File: config.mk
export PLATFORM = sky130hd
export DESIGN_NAME = noc_test_node
export DESIGN_NICKNAME = d
export VERILOG_FILES = /design/src/rtl/noc_pkg.sv /design/src/rtl/noc_test_node_rx.sv /design/src/rtl/noc_test_node.sv
export SDC_FILE = /design/constraint.sdc
export NUM_CORES = 1
export LEC_CHECK = 0
export ABC_AREA = 1
export BUFFER_PORTS_ARGS = -buffer_cell sky130_fd_sc_hd__buf_2
export CAP_MARGIN = 20
export CORE_ASPECT_RATIO = 0.7
export CORE_MARGIN = 2
export CORE_UTILIZATION = 50
export CTS_BUF_LIST = sky130_fd_sc_hd__clkbuf_4
export CTS_CLUSTER_DIAMETER = 100
export CTS_CLUSTER_SIZE = 25
export DETAILED_ROUTE_END_ITERATION = 12
export PLACE_DENSITY = 0.8
export SYNTH_ARGS = -nofsm -noshare
export SYNTH_HDL_FRONTEND = slang
export SYNTH_SLANG_ARGS = --single-unit
export TNS_END_PERCENT = 50
File: constraint.sdc
create_clock -name noc_clk -period 1.75 [get_ports noc_clk]
set_input_delay 0.175 -clock noc_clk [delete_from_list [all_inputs] [get_ports noc_clk]]
set_output_delay 0.175 -clock noc_clk [all_outputs]
set_load 0.01 [all_outputs]
File: src/rtl/noc_pkg.sv
// ---------------------------------------------------------------------------
// noc_pkg
// Shared definitions for the NoC test endpoint: default flit width, coordinate
// width, bit offsets of the header and payload fields, the TX state encoding
// and helpers that assemble the 24 meaningful low bits of a flit.
//
// Header  bits [23:0] = {seq[7:0], src_y[3:0], src_x[3:0], dst_y[3:0], dst_x[3:0]}
// Payload bits [23:0] = {src_y[3:0], src_x[3:0], seq[7:0], idx[7:0]}
// Bits above 23 are always zero.
// ---------------------------------------------------------------------------
package noc_pkg;

  localparam int DATA_WIDTH = 32;
  localparam int COORD_W    = 4;
  localparam int SEQ_W      = 8;
  localparam int IDX_W      = 8;
  localparam int FIELDS_W   = 24;

  // Header field offsets
  localparam int HDR_DX_LSB  = 0;
  localparam int HDR_DY_LSB  = 4;
  localparam int HDR_SX_LSB  = 8;
  localparam int HDR_SY_LSB  = 12;
  localparam int HDR_SEQ_LSB = 16;

  // Payload field offsets
  localparam int PAY_IDX_LSB = 0;
  localparam int PAY_SEQ_LSB = 8;
  localparam int PAY_SX_LSB  = 16;
  localparam int PAY_SY_LSB  = 20;

  typedef enum logic [2:0] {
    TX_WAIT,
    TX_HEAD,
    TX_BODY,
    TX_TAIL,
    TX_GAP,
    TX_DONE
  } tx_state_t;

  function automatic logic [FIELDS_W-1:0] make_header(
    input logic [COORD_W-1:0] dx,
    input logic [COORD_W-1:0] dy,
    input logic [COORD_W-1:0] sx,
    input logic [COORD_W-1:0] sy,
    input logic [SEQ_W-1:0]   seq
  );
    return {seq, sy, sx, dy, dx};
  endfunction

  function automatic logic [FIELDS_W-1:0] make_payload(
    input logic [COORD_W-1:0] sx,
    input logic [COORD_W-1:0] sy,
    input logic [SEQ_W-1:0]   seq,
    input logic [IDX_W-1:0]   idx
  );
    return {sy, sx, seq, idx};
  endfunction

endpackage

File: src/rtl/noc_test_node_rx.sv
// ---------------------------------------------------------------------------
// noc_test_node_rx
// Receive side of the NoC test endpoint. Always ready after reset, tracks
// packet framing with an in_pkt flag and counts complete packets (saturating
// at 255).
//
// Optional feature macro: NOC_TEST_NODE_CHECK_EN
//   When defined, checks the destination of each accepted header and the
//   idx/seq fields of each in-packet non-header flit; mismatches increment
//   check_err_num and the packet is excluded from receive_num.
//
// Ports
//   clk               in   clock
//   srst              in   synchronous active-high reset
//   receive_valid     in   inbound flit valid
//   receive_ready     out  registered ready (1 from first cycle after reset)
//   receive_flit      in   inbound flit
//   receive_is_header in   inbound flit is a header
//   receive_is_tail   in   inbound flit is a tail
//   receive_num       out  complete packets received (saturating)
//   check_err_num     out  field errors seen (only with the macro defined)
// ---------------------------------------------------------------------------
module noc_test_node_rx
  import noc_pkg::*;
#(
  parameter int X_ID       = 0,
  parameter int Y_ID       = 0,
  parameter int DATA_WIDTH = noc_pkg::DATA_WIDTH
) (
  input  logic                  clk,
  input  logic                  srst,
  input  logic                  receive_valid,
  output logic                  receive_ready,
  input  logic [DATA_WIDTH-1:0] receive_flit,
  input  logic                  receive_is_header,
  input  logic                  receive_is_tail,
  output logic [7:0]            receive_num
`ifdef NOC_TEST_NODE_CHECK_EN
  ,
  output logic [7:0]            check_err_num
`endif
);

  logic       ready_reg;
  logic       in_pkt_reg;
  logic [7:0] num_reg;
  logic       accept;
  logic       pkt_done;
  logic       pkt_ok;

  // Only the low fields carry information; fold the whole flit so every bit
  // is consumed regardless of build options.
  logic unused_flit;
  assign unused_flit = ^receive_flit;

  assign accept   = receive_valid && ready_reg;
  // A single-flit packet (header and tail together) completes on its own.
  assign pkt_done = accept && receive_is_tail && (in_pkt_reg || receive_is_header);

`ifdef NOC_TEST_NODE_CHECK_EN
  localparam logic [COORD_W-1:0] OWN_X = COORD_W'(X_ID);
  localparam logic [COORD_W-1:0] OWN_Y = COORD_W'(Y_ID);

  logic [SEQ_W-1:0] exp_seq_reg;
  logic [IDX_W-1:0] exp_idx_reg;
  logic             pkt_err_reg;
  logic [7:0]       err_reg;
  logic             hdr_bad;
  logic             body_bad;
  logic             flit_err;

  assign hdr_bad  = (receive_flit[HDR_DX_LSB +: COORD_W] != OWN_X) ||
                    (receive_flit[HDR_DY_LSB +: COORD_W] != OWN_Y);
  assign body_bad = (receive_flit[PAY_IDX_LSB +: IDX_W] != exp_idx_reg) ||
                    (receive_flit[PAY_SEQ_LSB +: SEQ_W] != exp_seq_reg);
  // Orphan body/tail flits (no open packet) are ignored, not flagged.
  assign flit_err = accept && (receive_is_header ? hdr_bad : (in_pkt_reg && body_bad));
  assign pkt_ok   = receive_is_header ? !hdr_bad : (!pkt_err_reg && !body_bad);

  always_ff @(posedge clk) begin
    if (srst) begin
      exp_seq_reg <= '0;
      exp_idx_reg <= '0;
      pkt_err_reg <= 1'b0;
      err_reg     <= '0;
    end else begin
      if (accept && receive_is_header) begin
        exp_seq_reg <= receive_flit[HDR_SEQ_LSB +: SEQ_W];
        exp_idx_reg <= IDX_W'(1);
        pkt_err_reg <= hdr_bad;
      end else if (accept && in_pkt_reg) begin
        exp_idx_reg <= exp_idx_reg + IDX_W'(1);
        pkt_err_reg <= pkt_err_reg || body_bad;
      end
      if (flit_err && (err_reg != 8'hFF)) begin
        err_reg <= err_reg + 8'd1;
      end
    end
  end

  assign check_err_num = err_reg;
`else
  assign pkt_ok = 1'b1;
`endif

  always_ff @(posedge clk) begin
    if (srst) begin
      ready_reg  <= 1'b0;
      in_pkt_reg <= 1'b0;
      num_reg    <= '0;
    end else begin
      ready_reg <= 1'b1;
      if (accept) begin
        if (receive_is_header) begin
          // A header while in a packet silently restarts framing.
          in_pkt_reg <= !receive_is_tail;
        end else if (receive_is_tail) begin
          in_pkt_reg <= 1'b0;
        end
      end
      if (pkt_done && pkt_ok && (num_reg != 8'hFF)) begin
        num_reg <= num_reg + 8'd1;
      end
    end
  end

  assign receive_ready = ready_reg;
  assign receive_num   = num_reg;

endmodule

File: src/rtl/noc_test_node.sv
// ---------------------------------------------------------------------------
// noc_test_node
// Traffic endpoint for one NoC router local port. After reset it waits
// START_DLY cycles, then sends NUM_PKTS packets of PKT_LEN flits to
// (DEST_X_ID, DEST_Y_ID) with GAP idle cycles between packets; it also counts
// packets delivered to it (see noc_test_node_rx).
//
// Optional feature macro: NOC_TEST_NODE_CHECK_EN (adds check_err_num output).
//
// Ports
//   noc_clk            in   clock
//   noc_rst_n          in   synchronous reset, active HIGH despite the name
//   receive_valid      in   inbound flit valid
//   receive_ready      out  node accepts inbound flit
//   receive_flit       in   inbound flit
//   receive_is_header  in   inbound header flag
//   receive_is_tail    in   inbound tail flag
//   sender_valid       out  outbound flit valid
//   sender_ready       in   router accepts outbound flit
//   sender_flit        out  outbound flit
//   sender_is_header   out  outbound header flag
//   sender_is_tail     out  outbound tail flag
//   receive_num        out  complete packets received (saturating at 255)
//   check_err_num      out  checker error count (macro builds only)
// ---------------------------------------------------------------------------
module noc_test_node
  import noc_pkg::*;
#(
  parameter int X_ID       = 0,
  parameter int Y_ID       = 0,
  parameter int DEST_X_ID  = 1,
  parameter int DEST_Y_ID  = 1,
  parameter int DATA_WIDTH = noc_pkg::DATA_WIDTH,
  parameter int PKT_LEN    = 4,
  parameter int NUM_PKTS   = 8,
  parameter int START_DLY  = 4,
  parameter int GAP        = 2
) (
  input  logic                  noc_clk,
  input  logic                  noc_rst_n,
  input  logic                  receive_valid,
  output logic                  receive_ready,
  input  logic [DATA_WIDTH-1:0] receive_flit,
  input  logic                  receive_is_header,
  input  logic                  receive_is_tail,
  output logic                  sender_valid,
  input  logic                  sender_ready,
  output logic [DATA_WIDTH-1:0] sender_flit,
  output logic                  sender_is_header,
  output logic                  sender_is_tail,
  output logic [7:0]            receive_num
`ifdef NOC_TEST_NODE_CHECK_EN
  ,
  output logic [7:0]            check_err_num
`endif
);

  localparam logic [COORD_W-1:0] OWN_X  = COORD_W'(X_ID);
  localparam logic [COORD_W-1:0] OWN_Y  = COORD_W'(Y_ID);
  localparam logic [COORD_W-1:0] DST_X  = COORD_W'(DEST_X_ID);
  localparam logic [COORD_W-1:0] DST_Y  = COORD_W'(DEST_Y_ID);
  localparam logic [15:0]        DLY_LAST  = 16'(START_DLY - 1);
  localparam logic [15:0]        GAP_LAST  = 16'(GAP - 1);
  localparam logic [IDX_W-1:0]   BODY_LAST = IDX_W'(PKT_LEN - 2);
  localparam logic [7:0]         PKT_LAST  = 8'(NUM_PKTS - 1);
  // With no start delay the first header is presented straight out of reset.
  localparam tx_state_t RST_STATE = (START_DLY == 0) ? TX_HEAD : TX_WAIT;

  tx_state_t        state_reg, state_next;
  logic [15:0]      dly_reg,   dly_next;   // WAIT / GAP cycle counter
  logic [IDX_W-1:0] idx_reg,   idx_next;   // flit index within the packet
  logic [SEQ_W-1:0] seq_reg,   seq_next;   // packet sequence number
  logic [7:0]       pkt_reg,   pkt_next;   // packets completed so far

  always_ff @(posedge noc_clk) begin
    if (noc_rst_n) begin
      state_reg <= RST_STATE;
      dly_reg   <= '0;
      idx_reg   <= '0;
      seq_reg   <= '0;
      pkt_reg   <= '0;
    end else begin
      state_reg <= state_next;
      dly_reg   <= dly_next;
      idx_reg   <= idx_next;
      seq_reg   <= seq_next;
      pkt_reg   <= pkt_next;
    end
  end

  // Outputs are decoded from registered state only, so flit and flags hold
  // steady for as long as the router back-pressures.
  always_comb begin
    state_next       = state_reg;
    dly_next         = dly_reg;
    idx_next         = idx_reg;
    seq_next         = seq_reg;
    pkt_next         = pkt_reg;
    sender_valid     = 1'b0;
    sender_is_header = 1'b0;
    sender_is_tail   = 1'b0;
    sender_flit      = '0;

    case (state_reg)
      TX_WAIT: begin
        if (dly_reg == DLY_LAST) begin
          state_next = TX_HEAD;
          dly_next   = '0;
        end else begin
          dly_next = dly_reg + 16'd1;
        end
      end

      TX_HEAD: begin
        sender_valid                = 1'b1;
        sender_is_header            = 1'b1;
        sender_flit[FIELDS_W-1:0]   = make_header(DST_X, DST_Y, OWN_X, OWN_Y, seq_reg);
        if (sender_ready) begin
          idx_next   = IDX_W'(1);
          state_next = (PKT_LEN == 2) ? TX_TAIL : TX_BODY;
        end
      end

      TX_BODY: begin
        sender_valid              = 1'b1;
        sender_flit[FIELDS_W-1:0] = make_payload(OWN_X, OWN_Y, seq_reg, idx_reg);
        if (sender_ready) begin
          idx_next = idx_reg + IDX_W'(1);
          if (idx_reg == BODY_LAST) begin
            state_next = TX_TAIL;
          end
        end
      end

      TX_TAIL: begin
        sender_valid              = 1'b1;
        sender_is_tail            = 1'b1;
        sender_flit[FIELDS_W-1:0] = make_payload(OWN_X, OWN_Y, seq_reg, idx_reg);
        if (sender_ready) begin
          seq_next = seq_reg + SEQ_W'(1);
          idx_next = '0;
          if (pkt_reg == PKT_LAST) begin
            state_next = TX_DONE;
          end else begin
            pkt_next = pkt_reg + 8'd1;
            dly_next = '0;
            state_next = (GAP == 0) ? TX_HEAD : TX_GAP;
          end
        end
      end

      TX_GAP: begin
        if (dly_reg == GAP_LAST) begin
          state_next = TX_HEAD;
          dly_next   = '0;
        end else begin
          dly_next = dly_reg + 16'd1;
        end
      end

      TX_DONE: begin
        state_next = TX_DONE;
      end

      default: begin
        state_next = RST_STATE;
      end
    endcase
  end

  noc_test_node_rx #(
    .X_ID       (X_ID),
    .Y_ID       (Y_ID),
    .DATA_WIDTH (DATA_WIDTH)
  ) u_rx (
    .clk               (noc_clk),
    .srst              (noc_rst_n),
    .receive_valid     (receive_valid),
    .receive_ready     (receive_ready),
    .receive_flit      (receive_flit),
    .receive_is_header (receive_is_header),
    .receive_is_tail   (receive_is_tail),
    .receive_num       (receive_num)
`ifdef NOC_TEST_NODE_CHECK_EN
    ,
    .check_err_num     (check_err_num)
`endif
  );

endmodule

==> impl_metrics.json <==
{
  "core_sq_um": 5780,
  "finish.utilization_pct": 59.1,
  "postCtsSetupBuffers": 0,
  "wl_met3_microns": 458,
  "grt_usage_pct": 19.3,
  "dieHeight_microns": 69,
  "cts_sinks": 53,
  "ant_nets": 0,
  "drive_gt1_share_pct": 18.0,
  "fin_setup_tns_ns": 0,
  "dieWidth_microns": 96.9,
  "finalCritPeriodShare_pct": 93.2,
  "grt_pass1_vias": 2614,
  "cts_inserted_buffers": 5,
  "grt_max_degree": 19,
  "worstHoldPathType": "primary input to register",
  "crit_type": "register to output pin",
  "leakagePower_nw": 1.47,
  "syn_to_final_growth_pct": 13.3,
  "antenna_found_initial": 0,
  "synthFlopType": "dfxtp_1",
  "cp.required_ns": 1.57,
  "numPortBuffers": 41,
  "max_freq_mhz": 613,
  "post-place-ws_ns": 0.143,
  "final_cells": 586,
  "place_area_sq_um": 3330,
  "drtIter0Drc": 165,
  "clkLatencyLatePin_ns": 0.39,
  "finalCriticalPeriod_ns": 1.63,
  "cp-end-kind": "output pin",
  "routed_wl_microns": 6390,
  "outcome": "finished, final reports clean",
  "final_cell_mix": "nand2_1, nor2_1, inv_1",
  "antenna-diode-count": 0,
  "setup_viol": 0,
  "fin_nets": 555,
  "synth.distinct_cells": 32,
  "synthArstFlopShare_pct": 0,
  "final_hold_viol_count": 0,
  "p_per_area_nw_per_um2": 719,
  "timing.final.ws_setup_ns": 0.118,
  "cts-root-buf": "clkbuf_4",
  "synth.avg_cell_area_sq_um": 6.57,
  "layout_commonest_cell": "nand2_1",
  "cts_max_path_buffers": 2,
  "ys_seq_area_share_pct": 35.2,
  "synth_edf_count": 0,
  "arrival_ns": 1.46,
  "synthCells": 459,
  "cts_tree": "built",
  "vias": 2953,
  "final_area_sq_um": 3420,
  "highest_layer": "met4",
  "htree_levels": 2,
  "avgViaCountPerCell": 5.04,
  "ios": 82,
  "grt_overflow": 0,
  "ir_drop_mv": 0.426,
  "skew_ns": 0.0131,
  "drc": 0,
  "ys_seq_elements": 53,
  "met1_length_microns": 3140,
  "path_max_fanout": 15,
  "slew_viol_final": 0,
  "syn_area_sq_um": 3020,
  "yosys-top-cells-area": "dfxtp_1, nand2_1, nor2_1, inv_1, a21oi_1",
  "dp.final_hpwl_microns": 4880,
  "yosysWarnings": 0,
  "start_util_pct": 52.2,
  "gp_congestion": 0.877,
  "drtPass1Iterations": 5,
  "wl_met2_microns": 2730,
  "synth.top_cell.area_share_pct": 35.2,
  "rows": 23,
  "cp-start-kind": "register",
  "die-area_sq_um": 6680,
  "clkTransAtPathRegs_ns": 0.17,
  "grt_pass1_wl_microns": 11100,
  "place_inst": 578,
  "cap_viol_max_count": 0,
  "routedWlPerCell_microns": 10.9,
  "largest_reg_flops": 16,
  "yosysTopAreaCell": "dfxtp_1"
}
## path summary, 6_finish.rpt
check	startpoint	end	slack, ns	cells past startpoint
max	state_reg[1]	sender_flit[0]	0.12	5
min	receive_is_tail	u_rx.in_pkt_reg	0.06	4
max reg2reg	u_rx.receive_num[1]	u_rx.receive_num[2]	0.16	7
min reg2reg	seq_reg[5]	seq_reg[6]	0.50	1
## stage by stage
stage | hold slack [ns] | power, mW
after floorplan | 0.379 | 1.75
after global placement | 0.466 | 1.86
after detailed placement | 0.468 | 1.88
after CTS | 0.0323 | 2.47
after global routing | 0.0500 | 2.60
final | 0.0568 | 2.46
## timing repair
action | in CTS | in global routing
setup endpoints to repair | 23 | 16
gates resized for setup | 4 | 8
hold buffers | 0 | 0
## cell families after synthesis
group / synth area share (%)
xor+xnor: 2.90
fa+ha+maj: 2.90
compound gates: 11.8
simple gates: 36.2
buf+inv: 10.9
other cells: 0.124
flops: 35.2
## where the power goes
| part | switching, mW | internal [mW] | total [mW] |
|---|---|---|---|
| Combinational | 0.363 | 0.179 | 0.542 |
| Clock | 0.426 | 0.166 | 0.592 |
| Sequential | 0.0626 | 1.26 | 1.33 |
## critical path, cell delays in order, from the launching register on
cell and delay (ns):
dfxtp_4 0.40, inv_1 0.10, nor2_4 0.14, inv_4 0.10, o21ai_0 0.17, buf_2 0.16
## per-layer routing
metal | track usage (%) | vias up
li1 | - | 1559
met3 | 4.06 | 7
met1 | 26.4 | 1304
met5 | 0 | -
met2 | 31.1 | 83
met4 | 5.01 | 0
## area by class of cell
type | instances | area, sq um
Clock inverter | 3 | 26.3
Inverter | 62 | 235
Tap cell | 75 | 93.8
Multi-Input combinational cell | 336 | 1670
Sequential cell | 53 | 1070
Timing Repair Buffer | 52 | 288
Fill cell | 562 | 2370
Clock buffer | 5 | 37.5
## cells in the mapped netlist (8+ instances only)
| cell | n |
|---|---|
| o21ai_0 | 21 |
| buf_4 | 8 |
| nor3_1 | 17 |
| nor2_1 | 84 |
| nand2_2 | 8 |
| a21oi_1 | 35 |
| inv_1 | 59 |
| nand4_1 | 10 |
| dfxtp_1 | 53 |
| nand2_1 | 84 |
| nand3_1 | 28 |
No activity file was read; power rests on OpenSTA's default activity.
